## src/rtl/multicycle_alu_unit.sv

```systemverilog
// multicycle_alu_unit: ALU-control decode plus a registered execute stage with valid/ready handshakes.
// Shifts run iteratively (SHIFT_STEP bits/cycle); define MULTICYCLE_ALU_MUL_EN for an iterative multiplier.
`default_nettype none

module multicycle_alu_unit #(
   parameter int XLEN       = 32,
   parameter int SHIFT_STEP = 1
) (
   input  logic            clk,
   input  logic            rst_n,
   input  logic            in_valid,
   output logic            in_ready,
   input  logic [1:0]      alu_op,
   input  logic [2:0]      funct3,
   input  logic            funct7b5,
   input  logic            opcodeb5,
   input  logic [XLEN-1:0] src_a,
   input  logic [XLEN-1:0] src_b,
   output logic            out_valid,
   input  logic            out_ready,
   output logic [XLEN-1:0] result,
   output logic            zero,
   output logic            lt,
   output logic [2:0]      alu_ctrl,
   output logic            illegal
);

   localparam int SHW = $clog2(XLEN);
   localparam int CW  = SHW + 1;
   localparam logic [CW-1:0] STEP_C = CW'(SHIFT_STEP);

   localparam logic [2:0] C_ADD = 3'b000;
   localparam logic [2:0] C_SHL = 3'b001;
   localparam logic [2:0] C_SUB = 3'b010;
   localparam logic [2:0] C_MUL = 3'b011;
   localparam logic [2:0] C_XOR = 3'b100;
   localparam logic [2:0] C_SHR = 3'b101;
   localparam logic [2:0] C_OR  = 3'b110;
   localparam logic [2:0] C_AND = 3'b111;

   typedef enum logic [1:0] {
      IDLE = 2'd0,
      EXEC = 2'd1,
      DONE = 2'd2
   } state_t;

   state_t state, state_nxt;

   logic [2:0]      dec_ctrl;
   logic            dec_illegal;
   logic            dec_multi;
   logic [XLEN-1:0] imm_result;
   logic            lt_now;
   logic            accept;

   logic [XLEN-1:0] work, work_nxt, exec_val;
   logic [CW-1:0]   remaining, rem_nxt, step;
   logic            exec_last;
   logic [2:0]      cap_ctrl;
   logic            cap_lt;

`ifdef MULTICYCLE_ALU_MUL_EN
   logic [XLEN-1:0] acc, acc_nxt, mulb;
`endif

   always_comb begin
      dec_ctrl    = C_ADD;
      dec_illegal = 1'b0;
      case (alu_op)
         2'b00: dec_ctrl = C_ADD;
         2'b01: dec_ctrl = C_SUB;
         2'b10: begin
            case (funct3)
               3'b000:  dec_ctrl = (funct7b5 & opcodeb5) ? C_SUB : C_ADD;
               3'b001:  dec_ctrl = C_SHL;
               3'b100:  dec_ctrl = C_XOR;
               3'b101:  dec_ctrl = C_SHR;
               3'b110:  dec_ctrl = C_OR;
               3'b111:  dec_ctrl = C_AND;
               default: dec_illegal = 1'b1;
            endcase
         end
         default: begin
`ifdef MULTICYCLE_ALU_MUL_EN
            if (funct3 == 3'b000) dec_ctrl = C_MUL;
            else                  dec_illegal = 1'b1;
`else
            dec_illegal = 1'b1;
`endif
         end
      endcase
   end

   // Shifts by zero finish immediately with the unshifted operand; multiply always iterates.
   always_comb begin
      dec_multi = 1'b0;
      if (!dec_illegal) begin
         if ((dec_ctrl == C_SHL || dec_ctrl == C_SHR) && src_b[SHW-1:0] != '0)
            dec_multi = 1'b1;
`ifdef MULTICYCLE_ALU_MUL_EN
         if (dec_ctrl == C_MUL)
            dec_multi = 1'b1;
`endif
      end
   end

   always_comb begin
      case (dec_ctrl)
         C_ADD:   imm_result = src_a + src_b;
         C_SUB:   imm_result = src_a - src_b;
         C_XOR:   imm_result = src_a ^ src_b;
         C_OR:    imm_result = src_a | src_b;
         C_AND:   imm_result = src_a & src_b;
         default: imm_result = src_a;
      endcase
      if (dec_illegal)
         imm_result = '0;
   end

   assign lt_now = $signed(src_a) < $signed(src_b);

   always_comb begin
      step     = (remaining > STEP_C) ? STEP_C : remaining;
      work_nxt = (cap_ctrl == C_SHL) ? (work << step) : (work >> step);
      exec_val = work_nxt;
`ifdef MULTICYCLE_ALU_MUL_EN
      acc_nxt = acc + (mulb[0] ? work : '0);
      if (cap_ctrl == C_MUL) begin
         step     = CW'(1);
         work_nxt = work << 1;
         exec_val = acc_nxt;
      end
`endif
      rem_nxt   = remaining - step;
      exec_last = (rem_nxt == '0);
   end

   assign in_ready  = (state == IDLE) | ((state == DONE) & out_ready);
   assign out_valid = (state == DONE);
   assign accept    = in_valid & in_ready;

   always_comb begin
      state_nxt = state;
      case (state)
         IDLE: if (in_valid) state_nxt = dec_multi ? EXEC : DONE;
         EXEC: if (exec_last) state_nxt = DONE;
         DONE: begin
            if (out_ready) begin
               if (in_valid) state_nxt = dec_multi ? EXEC : DONE;
               else          state_nxt = IDLE;
            end
         end
         default: state_nxt = IDLE;
      endcase
   end

   always_ff @(posedge clk or negedge rst_n) begin
      if (!rst_n) state <= IDLE;
      else        state <= state_nxt;
   end

   always_ff @(posedge clk or negedge rst_n) begin
      if (!rst_n) begin
         work      <= '0;
         remaining <= '0;
         cap_ctrl  <= C_ADD;
         cap_lt    <= 1'b0;
`ifdef MULTICYCLE_ALU_MUL_EN
         acc       <= '0;
         mulb      <= '0;
`endif
      end else if (accept) begin
         work      <= src_a;
         remaining <= CW'(src_b[SHW-1:0]);
         cap_ctrl  <= dec_ctrl;
         cap_lt    <= lt_now;
`ifdef MULTICYCLE_ALU_MUL_EN
         acc       <= '0;
         mulb      <= src_b;
         if (dec_ctrl == C_MUL && !dec_illegal)
            remaining <= CW'(XLEN);
`endif
      end else if (state == EXEC) begin
         work      <= work_nxt;
         remaining <= rem_nxt;
`ifdef MULTICYCLE_ALU_MUL_EN
         acc       <= acc_nxt;
         mulb      <= mulb >> 1;
`endif
      end
   end

   // Visible outputs load only on entry into DONE, so they stay frozen under backpressure.
   always_ff @(posedge clk or negedge rst_n) begin
      if (!rst_n) begin
         result   <= '0;
         zero     <= 1'b0;
         lt       <= 1'b0;
         alu_ctrl <= 3'b000;
         illegal  <= 1'b0;
      end else if (accept && !dec_multi) begin
         result   <= imm_result;
         zero     <= (imm_result == '0);
         lt       <= lt_now;
         alu_ctrl <= dec_ctrl;
         illegal  <= dec_illegal;
      end else if (state == EXEC && exec_last) begin
         result   <= exec_val;
         zero     <= (exec_val == '0);
         lt       <= cap_lt;
         alu_ctrl <= cap_ctrl;
         illegal  <= 1'b0;
      end
   end

endmodule

`default_nettype wire

```

## config.mk

```make
export PLATFORM = sky130hd
export DESIGN_NAME = multicycle_alu_unit
export DESIGN_NICKNAME = d
export VERILOG_FILES = /design/src/rtl/multicycle_alu_unit.sv
export SDC_FILE = /design/constraint.sdc
export NUM_CORES = 1
export LEC_CHECK = 0
export ABC_AREA = 1
export CAP_MARGIN = 30
export CORE_ASPECT_RATIO = 0.8
export CORE_UTILIZATION = 55
export CTS_CLUSTER_SIZE = 20
export DETAILED_ROUTE_END_ITERATION = 6
export PLACE_DENSITY = 0.77
export SLEW_MARGIN = 20
export SYNTH_ARGS = -nofsm -noshare
export SYNTH_HDL_FRONTEND = slang
export SYNTH_SLANG_ARGS = --single-unit
```

## constraint.sdc

```tcl
create_clock -name clk -period 3.4 [get_ports clk]
set_clock_uncertainty 0.15 [all_clocks]
set_input_delay 0.68 -clock clk [delete_from_list [all_inputs] [get_ports clk]]
set_output_delay 0.68 -clock clk [all_outputs]
set_load 0.02 [all_outputs]
```

==> metrics.txt <==
Layout area overhead=46.6%; Startpoint Class=input port; Clk pin slew, worst setup/hold paths=60 ps; Fin. Hold Viols=0; worst-margin pin slew=1100 ps; maximum vdd drop=0.000422 V; starting density of the core=0.568; CP max FO=16; maximum capacitance violations=0; CTS tree=built; CP Data Arrival Time=3600 ps; drt drc=62; IO Count=115; Port Buf Inserts=114; most numerous cell in the Yosys netlist=nand2_1; Final #Nets=2565; Vias/cell=6.05; # H-tree levels=3; Post-synth ARST share=1.00; # rows=46; PwrDens=370 nW/um2; Seq/Total Area, Yosys=0.180; dpl hpwl=40100 um; die width=163 um; FMAX=0.288 GHz; Routed Antenna Nets=0; initial antenna violation count=1; clk sinks=82; critical path endpoint category=flop; layout cells sized above 1=0.259; Mapped Cells=1960; pin count of the biggest net entering global routing=59; Unique masters post-synth=51; die height=131 um; failing checks=DRC, setup timing; die area=21300 um2; final worst path period share=1.02; clk_lat worst skew=350 ps; synth top area cells=nand2_1 (21%), dfrtp_1 (18%), ha_1 (12%), inv_1 (12%), nand3_1 (6.6%); fin crit period=3470 ps; Cell Area, Synth=11400 um2; worst reg-to-reg path cell count=11; synth warn=0; remaining global-route overflow=0; r2r setup slk=-30 ps; most area-hungry cell type in the Yosys netlist=nand2_1; FF-to-FF Start=remaining[3]$_DFFE_PN0P_; synthesized area per cell=5.82 um2; Finish-stage setup viols=1; vias in the first global route=14600; CP Class=in2reg; root buffer cell=clkbuf_16; initial DRC count=2663; Post-synth EDFFs=0; All-Layer GR Usage=0.479; Core Region=20100 um2; vias=16000; Seq cells post-synth=82; ys flop type=dfrtp_1; Num CTS Buffers=9; HP Class=in2async; P_leak=9.12 nW; RePlAce Congestion=1.08; max-slew violation count=0; global-route wire length before repair=77900 um; placed cell areas=15300 um2; Yosys top cell area share=0.205; TNS Setup=-74.1 ps; Post-Route WL=55100 um; Clock Path Buffers=2; Routed wire per std cell=20.8 um; Worst EP required=3520 ps; post-route cell area=16700 um2; slack of the critical path=-74.1 ps; RR Endpoint=zero$_DFFE_PN0P_; worst relative slew slack=0.260; most instantiated cells after synthesis=nand2_1 (624), inv_1 (360), nor2_1 (157); Mapped Nets=2145; Antenna Diode Count=0; First-pass DRT Iterations=7; status=finished with violations
flip-flops by register name, indices dropped and copies added, names as in the netlist:
register and count:
result 32, remaining 6, cap_lt 1, illegal 1, alu_ctrl 3, cap_ctrl 3, lt 1, work 32
zero 1, state 2
cells in the final DEF (no fill, tap or decap), types with 3 or more instances in the layout:
cell,netlist,final
o22ai_1,4,4
xor2_1,10,9
nand2_4,3,6
inv_2,7,30
ha_4,0,26
nand3_2,1,19
clkbuf_8,0,3
dlymetal6s2s_1,0,24
buf_12,0,10
o21ai_1,5,13
nand2_1,624,561
buf_6,7,3
dfrtp_1,82,82
nor2_1,157,119
nand3_1,150,128
clkdlybuf4s50_1,0,88
o211ai_1,13,13
a31oi_1,6,6
o21ai_0,120,110
o21ai_2,1,3
clkbuf_16,0,9
o21bai_1,13,12
o21a_1,5,5
ha_2,0,3
nand3_4,0,4
nand2_2,5,64
a21oi_1,67,52
nor3_2,1,6
o221ai_1,68,68
nor2_2,5,34
nand4_1,26,26
nor3_1,13,7
ha_1,108,79
inv_1,360,337
a21oi_2,1,16
nor2_4,0,9
xnor2_1,3,3
buf_4,1,357
cell type report:
type                    instances  area [um2]
well taps                     264         330
multi-input cells            1433        8510
fillers                      1299        3370
flip-flops and latches         82        2050
clock inverters                 2        35.0
clock buffers                  13         270
repair buffers                485        4140
inverters                     369        1390
worst max-delay path, stage by stage:
cell and delay (ps):
clkdlybuf4s50_1 460, nor2_1 140, nand2_1 80, nand2_1 100
nand2_2 90, nand2_2 110, nand2_4 90, buf_4 210
o21ai_0 190, o21ai_0 320, nor2_1 220, nand3_2 140
nand2_2 110, nand2_1 60, nor2_2 120, nand2_1 80
nor2_1 130, nand3_1 100, a21oi_1 140
routing by layer:
| layer | vias to the layer above | GRT usage | routed length, um |
|---|---|---|---|
| li1 | 7076 | - | - |
| met1 | 7182 | 0.601 | 20100 |
| met2 | 1371 | 0.752 | 23200 |
| met3 | 379 | 0.107 | 7200 |
| met4 | 2 | 0.301 | 4640 |
| met5 | - | 0.00682 | 18 |
where the power goes:
part / switching, W / total (W) / internal [W]
registers: 0.000206 / 0.00140 / 0.00120
clock network: 0.000409 / 0.00103 / 0.000625
logic: 0.00226 / 0.00375 / 0.00149
cell families (layout without fill, tap and decap cells):
family                   Yosys count  count (layout)  share of synthesized area
multiplexers                       2               2                    0.00176
adder cells (fa/ha/maj)          110             110                      0.122
XOR/XNOR                          13              13                    0.00999
flip-flops                        82              82                      0.180
buffers and inverters            445             869                      0.155
AND/OR/NAND/NOR                  998             998                      0.362
AO/OA/AOI/OAI                    310             310                      0.169
worst max-delay path by stage:
stage                     startpoint                to  slack, ps
after floorplan             src_a[0]  zero$_DFFE_PN0P_        590
after global placement     src_b[15]  zero$_DFFE_PN0P_       -630
after detailed placement   alu_op[0]  zero$_DFFE_PN0P_       -720
after CTS                  src_b[12]  zero$_DFFE_PN0P_          2
after global routing       funct3[2]  zero$_DFFE_PN0P_       -120
final                      funct3[2]  zero$_DFFE_PN0P_        -70
repair_timing:
| action | 4_1_cts | 5_1_grt |
|---|---|---|
| setup endpoints to repair | 15 | 15 |
| resized for setup | 57 | 223 |
| pin swaps | 4 | 46 |
| buffers inserted | 2 | 12 |
| hold buffers | 0 | 0 |
through the flow:
step,power [W],instances,setup slack (ps),hold WS (ps),utilization
2_1_floorplan,0.00310,1960,594,234,-
5_1_grt,0.00642,2648,-115,123,0.832
6_report,0.00619,2648,-74.1,98.2,0.832
3_3_place_gp,0.00453,2618,-633,319,0.761
3_5_place_dp,0.00464,2619,-719,332,0.763
4_1_cts,0.00574,2636,1.58,111,0.788
Note: power is estimated with default switching activity, not from simulation.
